`src/rtl/gate_controller.sv`:
```
// Purpose : barrier-gate actuator answering the parking FSM's one-cycle open request.
// Latency : every output is decoded from registered state, so an input acts one cycle after it is sampled.
// Backpressure: none; open_req is a fire-and-forget pulse, and busy tells the requester a cycle is in progress.
module gate_controller #(
  parameter int MOVE_TIMEOUT = 80000000,  // cycles allowed in OPENING or CLOSING
  parameter int HOLD_CYC     = 120000000, // car-free cycles before auto-close
  parameter int CNT_W        = 28         // timer width, must hold both limits
) (
  input  logic clk,
  input  logic reset_n,
  input  logic open_req,
  input  logic car_present,
  input  logic lim_up,
  input  logic lim_down,
  output logic motor_up,
  output logic motor_down,
  output logic gate_open,
  output logic busy,
  output logic done,
  output logic fault
);

  // State encoding is kept as plain constants for compatibility with older tooling.
  localparam logic [2:0] ST_CLOSED    = 3'd0;
  localparam logic [2:0] ST_OPENING   = 3'd1;
  localparam logic [2:0] ST_OPEN_HOLD = 3'd2;
  localparam logic [2:0] ST_CLOSING   = 3'd3;
  localparam logic [2:0] ST_FAULT     = 3'd4;

  // Terminal timer values. A state expires on the cycle its timer shows the last value.
  localparam logic [CNT_W-1:0] MOVE_LAST = CNT_W'(MOVE_TIMEOUT - 1);
  localparam logic [CNT_W-1:0] HOLD_LAST = CNT_W'(HOLD_CYC - 1);
  localparam logic [CNT_W-1:0] TMR_MAX   = '1;

  logic [2:0]       state_q;
  logic [2:0]       state_d;
  logic [CNT_W-1:0] tmr_q;
  logic [CNT_W-1:0] tmr_d;
  logic [CNT_W-1:0] tmr_inc;
  logic             done_q;

  // Named conditions, so the next-state logic reads like the gate's rules.
  logic sensor_conflict;  // both limit switches claim to be made: wiring or switch failure
  logic reversal;         // something is under, or wants through, a closing gate
  logic hold_restart;     // a car or a fresh request keeps the gate up longer
  logic move_expired;     // the motor has run too long without reaching a limit
  logic hold_expired;     // the gate has been up and clear long enough

  assign sensor_conflict = lim_up & lim_down;
  assign reversal        = car_present | open_req;
  assign hold_restart    = car_present | open_req;
  assign move_expired    = (tmr_q == MOVE_LAST);
  assign hold_expired    = (tmr_q == HOLD_LAST) & ~hold_restart;

  // The timer stops at all-ones rather than wrapping back to a small value.
  assign tmr_inc = (tmr_q == TMR_MAX) ? tmr_q : tmr_q + CNT_W'(1);

  // Next-state selection; a sensor conflict overrides everything, including the current state.
  always_comb begin
    state_d = state_q;
    if (sensor_conflict) begin
      state_d = ST_FAULT;
    end else begin
      case (state_q)
        ST_CLOSED: begin
          // A request wins over self-homing; otherwise a gate that is not
          // down (after reset or drift) is driven back down.
          if (open_req) begin
            state_d = ST_OPENING;
          end else if (!lim_down) begin
            state_d = ST_CLOSING;
          end
        end
        ST_OPENING: begin
          // Further requests are irrelevant: the gate is already on its way up.
          if (lim_up) begin
            state_d = ST_OPEN_HOLD;
          end else if (move_expired) begin
            state_d = ST_FAULT;
          end
        end
        ST_OPEN_HOLD: begin
          // lim_up dropping here is deliberately ignored; only the hold timer ends the hold.
          if (hold_expired) begin
            state_d = ST_CLOSING;
          end
        end
        ST_CLOSING: begin
          // Reversal outranks lim_down so a car arriving at the last moment is never trapped.
          if (reversal) begin
            state_d = ST_OPENING;
          end else if (lim_down) begin
            state_d = ST_CLOSED;
          end else if (move_expired) begin
            state_d = ST_FAULT;
          end
        end
        ST_FAULT: begin
          // Sticky: only reset_n leaves this state.
          state_d = ST_FAULT;
        end
        default: begin
          // An unreachable encoding is treated as a fault, which keeps the motors off.
          state_d = ST_FAULT;
        end
      endcase
    end
  end

  // Timer update: cleared on every state change, otherwise it counts the time spent in the current state.
  always_comb begin
    tmr_d = tmr_q;
    if (state_d != state_q) begin
      tmr_d = '0;
    end else begin
      case (state_q)
        ST_OPENING,
        ST_CLOSING:   tmr_d = tmr_inc;
        ST_OPEN_HOLD: tmr_d = hold_restart ? '0 : tmr_inc;
        default:      tmr_d = '0;
      endcase
    end
  end

  // State and timer registers; asynchronous reset drops the motors immediately.
  always_ff @(posedge clk or negedge reset_n) begin
    if (!reset_n) begin
      state_q <= ST_CLOSED;
      tmr_q   <= '0;
    end else begin
      state_q <= state_d;
      tmr_q   <= tmr_d;
    end
  end

  // done marks the first CLOSED cycle after a close that reached lim_down.
  always_ff @(posedge clk or negedge reset_n) begin
    if (!reset_n) begin
      done_q <= 1'b0;
    end else begin
      done_q <= (state_q == ST_CLOSING) && (state_d == ST_CLOSED);
    end
  end

  // Moore decode. Each motor output depends on a single state value, so both can never be on together.
  assign motor_up   = (state_q == ST_OPENING);
  assign motor_down = (state_q == ST_CLOSING);
  assign gate_open  = (state_q == ST_OPEN_HOLD);
  assign busy       = (state_q != ST_CLOSED);
  assign fault      = (state_q == ST_FAULT);
  assign done       = done_q;

endmodule

```
`config.mk`:
```
export PLATFORM = sky130hd
export DESIGN_NAME = gate_controller
export DESIGN_NICKNAME = d
export VERILOG_FILES = /design/src/rtl/gate_controller.sv
export SDC_FILE = /design/constraint.sdc
export NUM_CORES = 1
export LEC_CHECK = 0
export ABC_CLOCK_PERIOD_IN_PS = 2200
export CAP_MARGIN = 5
export CORE_MARGIN = 2
export CORE_UTILIZATION = 53
export CTS_CLUSTER_DIAMETER = 60
export DETAILED_ROUTE_END_ITERATION = 16
export MAX_ROUTING_LAYER = met4
export PLACE_DENSITY = 0.75
export SLEW_MARGIN = 20
export SYNTH_ARGS = -nofsm -noshare
export SYNTH_HDL_FRONTEND = slang
export SYNTH_SLANG_ARGS = --single-unit
```
`constraint.sdc`:
```
create_clock -name clk -period 2.2 [get_ports clk]
set_clock_uncertainty 0.1 [all_clocks]
set_input_delay 0.44 -clock clk [delete_from_list [all_inputs] [get_ports clk]]
set_output_delay 0.44 -clock clk [all_outputs]
set_load 0.005 [all_outputs]
```
==> metrics.csv <==
metric,value,unit
status,"finished, violations left",
failing checks,setup timing,
Yosys cell types,47,
CTS Buf Count,5,
fraction of layout cells with a size suffix above 1,42.0,%
top post-synthesis cells by area,"dfrtp_1 39%, xor2_1 5.9%, nor2_4 5.4%",
register area share after synthesis,38.6,%
GP Congestion,0.955,
Detail Placement HPWL,3.87,mm
proportion of synthesized area in mux cells,0.964,%
Setup crit end kind,register,
P_leak,1.16,nW
number of global-route vias before repair,2037,
number of synthesized flops with an enable pin,0,
Critical Path Source Type,register,
count of clock tree sinks,32,
Iter 0 DRT Violations,265,
worst-margin pin slew,408,ps
drt pass-1 iters,5,
root buffer cell,clkbuf_8,
R2R cell count,7,
synth-to-layout area growth,40.5,%
dominant synthesized flop cell,dfrtp_1,
placed cells,318,
final hold violations,0,
cell area after synthesis,0.00208,sq mm
Die Span X,66.6,microns
largest family of logic cells by synthesized area,simple AND/OR/NAND/NOR gates,
Post-Synth XOR/XNOR Area,8.44,%
"Reg clk slew, reported paths",70,ps
Worst-Skew Late Latency,290,ps
post-synthesis cell count,217,
Synth Area in Compound Gates,10.0,%
Vias/cell,6.17,
layout net count,290,
TritonCTS clock tree,built,
wire length per cell,19.0,microns
Layout Cells excl Fill,331,
setup violators final,16,
largest net degree at the start of global routing,33,
"area fraction in and, or, nand and nor cells after synthesis",36.9,%
diodes inserted,0,
crit share post-route,109,%
Total GRT Usage,30.4,%
final WL,6.28,mm
DIE HEIGHT,66.6,microns
peak supply drop,444,uV
max-cap viol count,0,
antenna violations before repair,0,
top cell type's share of synthesized area,38.6,%
Clock Path Buffers,2,
"Core Util, Final",78.5,%
Max Clock Freq,417,MHz
max-slew violation count,0,
die area,0.00443,sq mm
Power per Cell Area,388,mW/mm^2
"antenna viol nets, final",0,
Mean Syn Cell Area,9.57,sq um
Synth Area in Adders,0.603,%
# DRC,0,
worst endpoint required time,2320,ps
first-pass GRT wire length,9.76,mm
class of the worst hold path,in -> async,
kind of critical path,reg -> reg,
relative max-transition margin,72.8,%
Fillers,226,
cell taking the most area after synthesis,dfrtp_1,
Port Buf Inserts,11,
Yosys reg bits,32,
CP max FO,6,
grt total ovfl,0,
Syn Nets,224,
via count,2041,
Starting Density,55.9,%
worst path arrival time,2520,ps
Fin Setup TNS,-2690,ps
min cycle time layout,2400,ps
async set or reset register ratio after synthesis,100,%
Rows,22,
PnR worst setup slack,-196,ps
unrepaired setup endpoints after global routing,yes,
worst hold margin,455,ps
CORE AREA,0.00372,sq mm
# hold bufs at CTS,0,
Ys Warns,0,
IO Count,12,
H-tree depth,2,
==> final cells by class <==
class                      count  area, sq um  share of cell area (%)
sequential                    32          807                    27.7
clock buffer                   7         96.3                    3.30
multi-input combinational    170         1360                    46.6
tap                           48         60.1                    2.06
timing repair buffer          69          576                    19.7
inverter                       5         18.8                   0.644
==> layout by cell type (no fill, tap or decap), types with 3 or more instances in the layout <==
| master | count |
|---|---|
| nor2_1 | 17 |
| buf_6 | 5 |
| a21oi_1 | 4 |
| nand3_1 | 11 |
| inv_1 | 5 |
| dlygate4sd2_1 | 3 |
| xor2_1 | 10 |
| a211oi_2 | 3 |
| nor2_4 | 12 |
| nand4b_1 | 3 |
| clkbuf_8 | 7 |
| a21oi_2 | 3 |
| nor3_1 | 8 |
| nand4_1 | 11 |
| and2_1 | 5 |
| dfrtp_1 | 27 |
| xnor2_1 | 6 |
| clkdlybuf4s50_1 | 6 |
| and4_2 | 4 |
| buf_4 | 52 |
| o21ai_0 | 4 |
| dfrtp_2 | 5 |
| nand2_1 | 20 |
| xor2_2 | 4 |
==> layer usage <==
layer	global-route usage, %	share of wire (%)	wire length, microns	vias to the layer above
li1	-	-	-	906
met1	38.1	40	2520	973
met2	48.6	47	2950	113
met3	5.91	7.3	458	49
met4	11.7	5.5	348	0
met5	-	0	0	-
==> through the flow <==
step | total power (W) | instance area [sq um] | setup WS [ps]
finish | 0.00113 | 2920 | -196
global route | 0.00116 | 2920 | -236
CTS | 0.00113 | 2770 | -82.9
detailed placement | 0.000635 | 2580 | -567
global placement | 0.000634 | 2580 | -514
floorplan | 0.000605 | 2080 | -59.4
==> path summary, 6_finish.rpt <==
check / slack (ps) / endpoint / startpoint
max: -200 / tmr_q[1] / tmr_q[14]
min: 460 / tmr_q[15] / reset_n
max reg2reg: -200 / tmr_q[1] / tmr_q[14]
min reg2reg: 500 / tmr_q[5] / tmr_q[5]
max in group asynchronous: 1220 / state_q[0] / reset_n
min in group clk: 500 / tmr_q[5] / tmr_q[5]
==> cell families after synthesis <==
group / count (synthesis)
compound gates: 26
flops: 32
buf+inv: 15
fa+ha+maj: 1
simple gates: 121
xor+xnor: 20
mux: 2
==> synth_stat cells, drive strengths merged (2+ instances only) <==
| library cell | count |
|---|---|
| and3 | 3 |
| o21ai | 5 |
| or3 | 2 |
| nand4 | 12 |
| nor4b | 4 |
| and2 | 5 |
| nand4b | 3 |
| xor2 | 14 |
| o21a | 2 |
| xnor2 | 6 |
| dfrtp | 32 |
| a211oi | 3 |
| nand2b | 2 |
| nor4 | 3 |
| a21oi | 7 |
| mux2i | 2 |
| nor3 | 10 |
| inv | 5 |
| and4 | 6 |
| nand2 | 20 |
| buf | 5 |
| a31oi | 2 |
| and3b | 2 |
| nor2 | 30 |
| nor2b | 2 |
| nand3 | 12 |
| and4bb | 2 |
| clkbuf | 5 |
| or4 | 2 |
==> report_power, final <==
part           total (W)  internal [W]    switching (W)
Combinational  0.0000423     0.0000179        0.0000244
Clock           0.000502      0.000279         0.000223
Sequential      0.000588      0.000588  0.0000000000707
==> registers in the layout, summed over array words and instances, names as in the netlist <==
| register | flops |
|---|---|
| tmr_q | 28 |
| state_q | 3 |
| done | 1 |
==> worst max-delay path, cell delays in order (launching register included) <==
cell	delay, ps
dfrtp_2	440
and4bb_2	340
nand4_1	150
o32ai_4	370
a211oi_2	80
or4_4	580
buf_12	190
nor2_4	60
==> what timing repair did <==
action | in CTS | in global routing
pin swaps | 7 | 13
resized for setup | 22 | 27
endpoints found under the setup margin | 17 | 25
setup buffers | 3 | 3
Note: power is estimated with default switching activity, not from simulation.
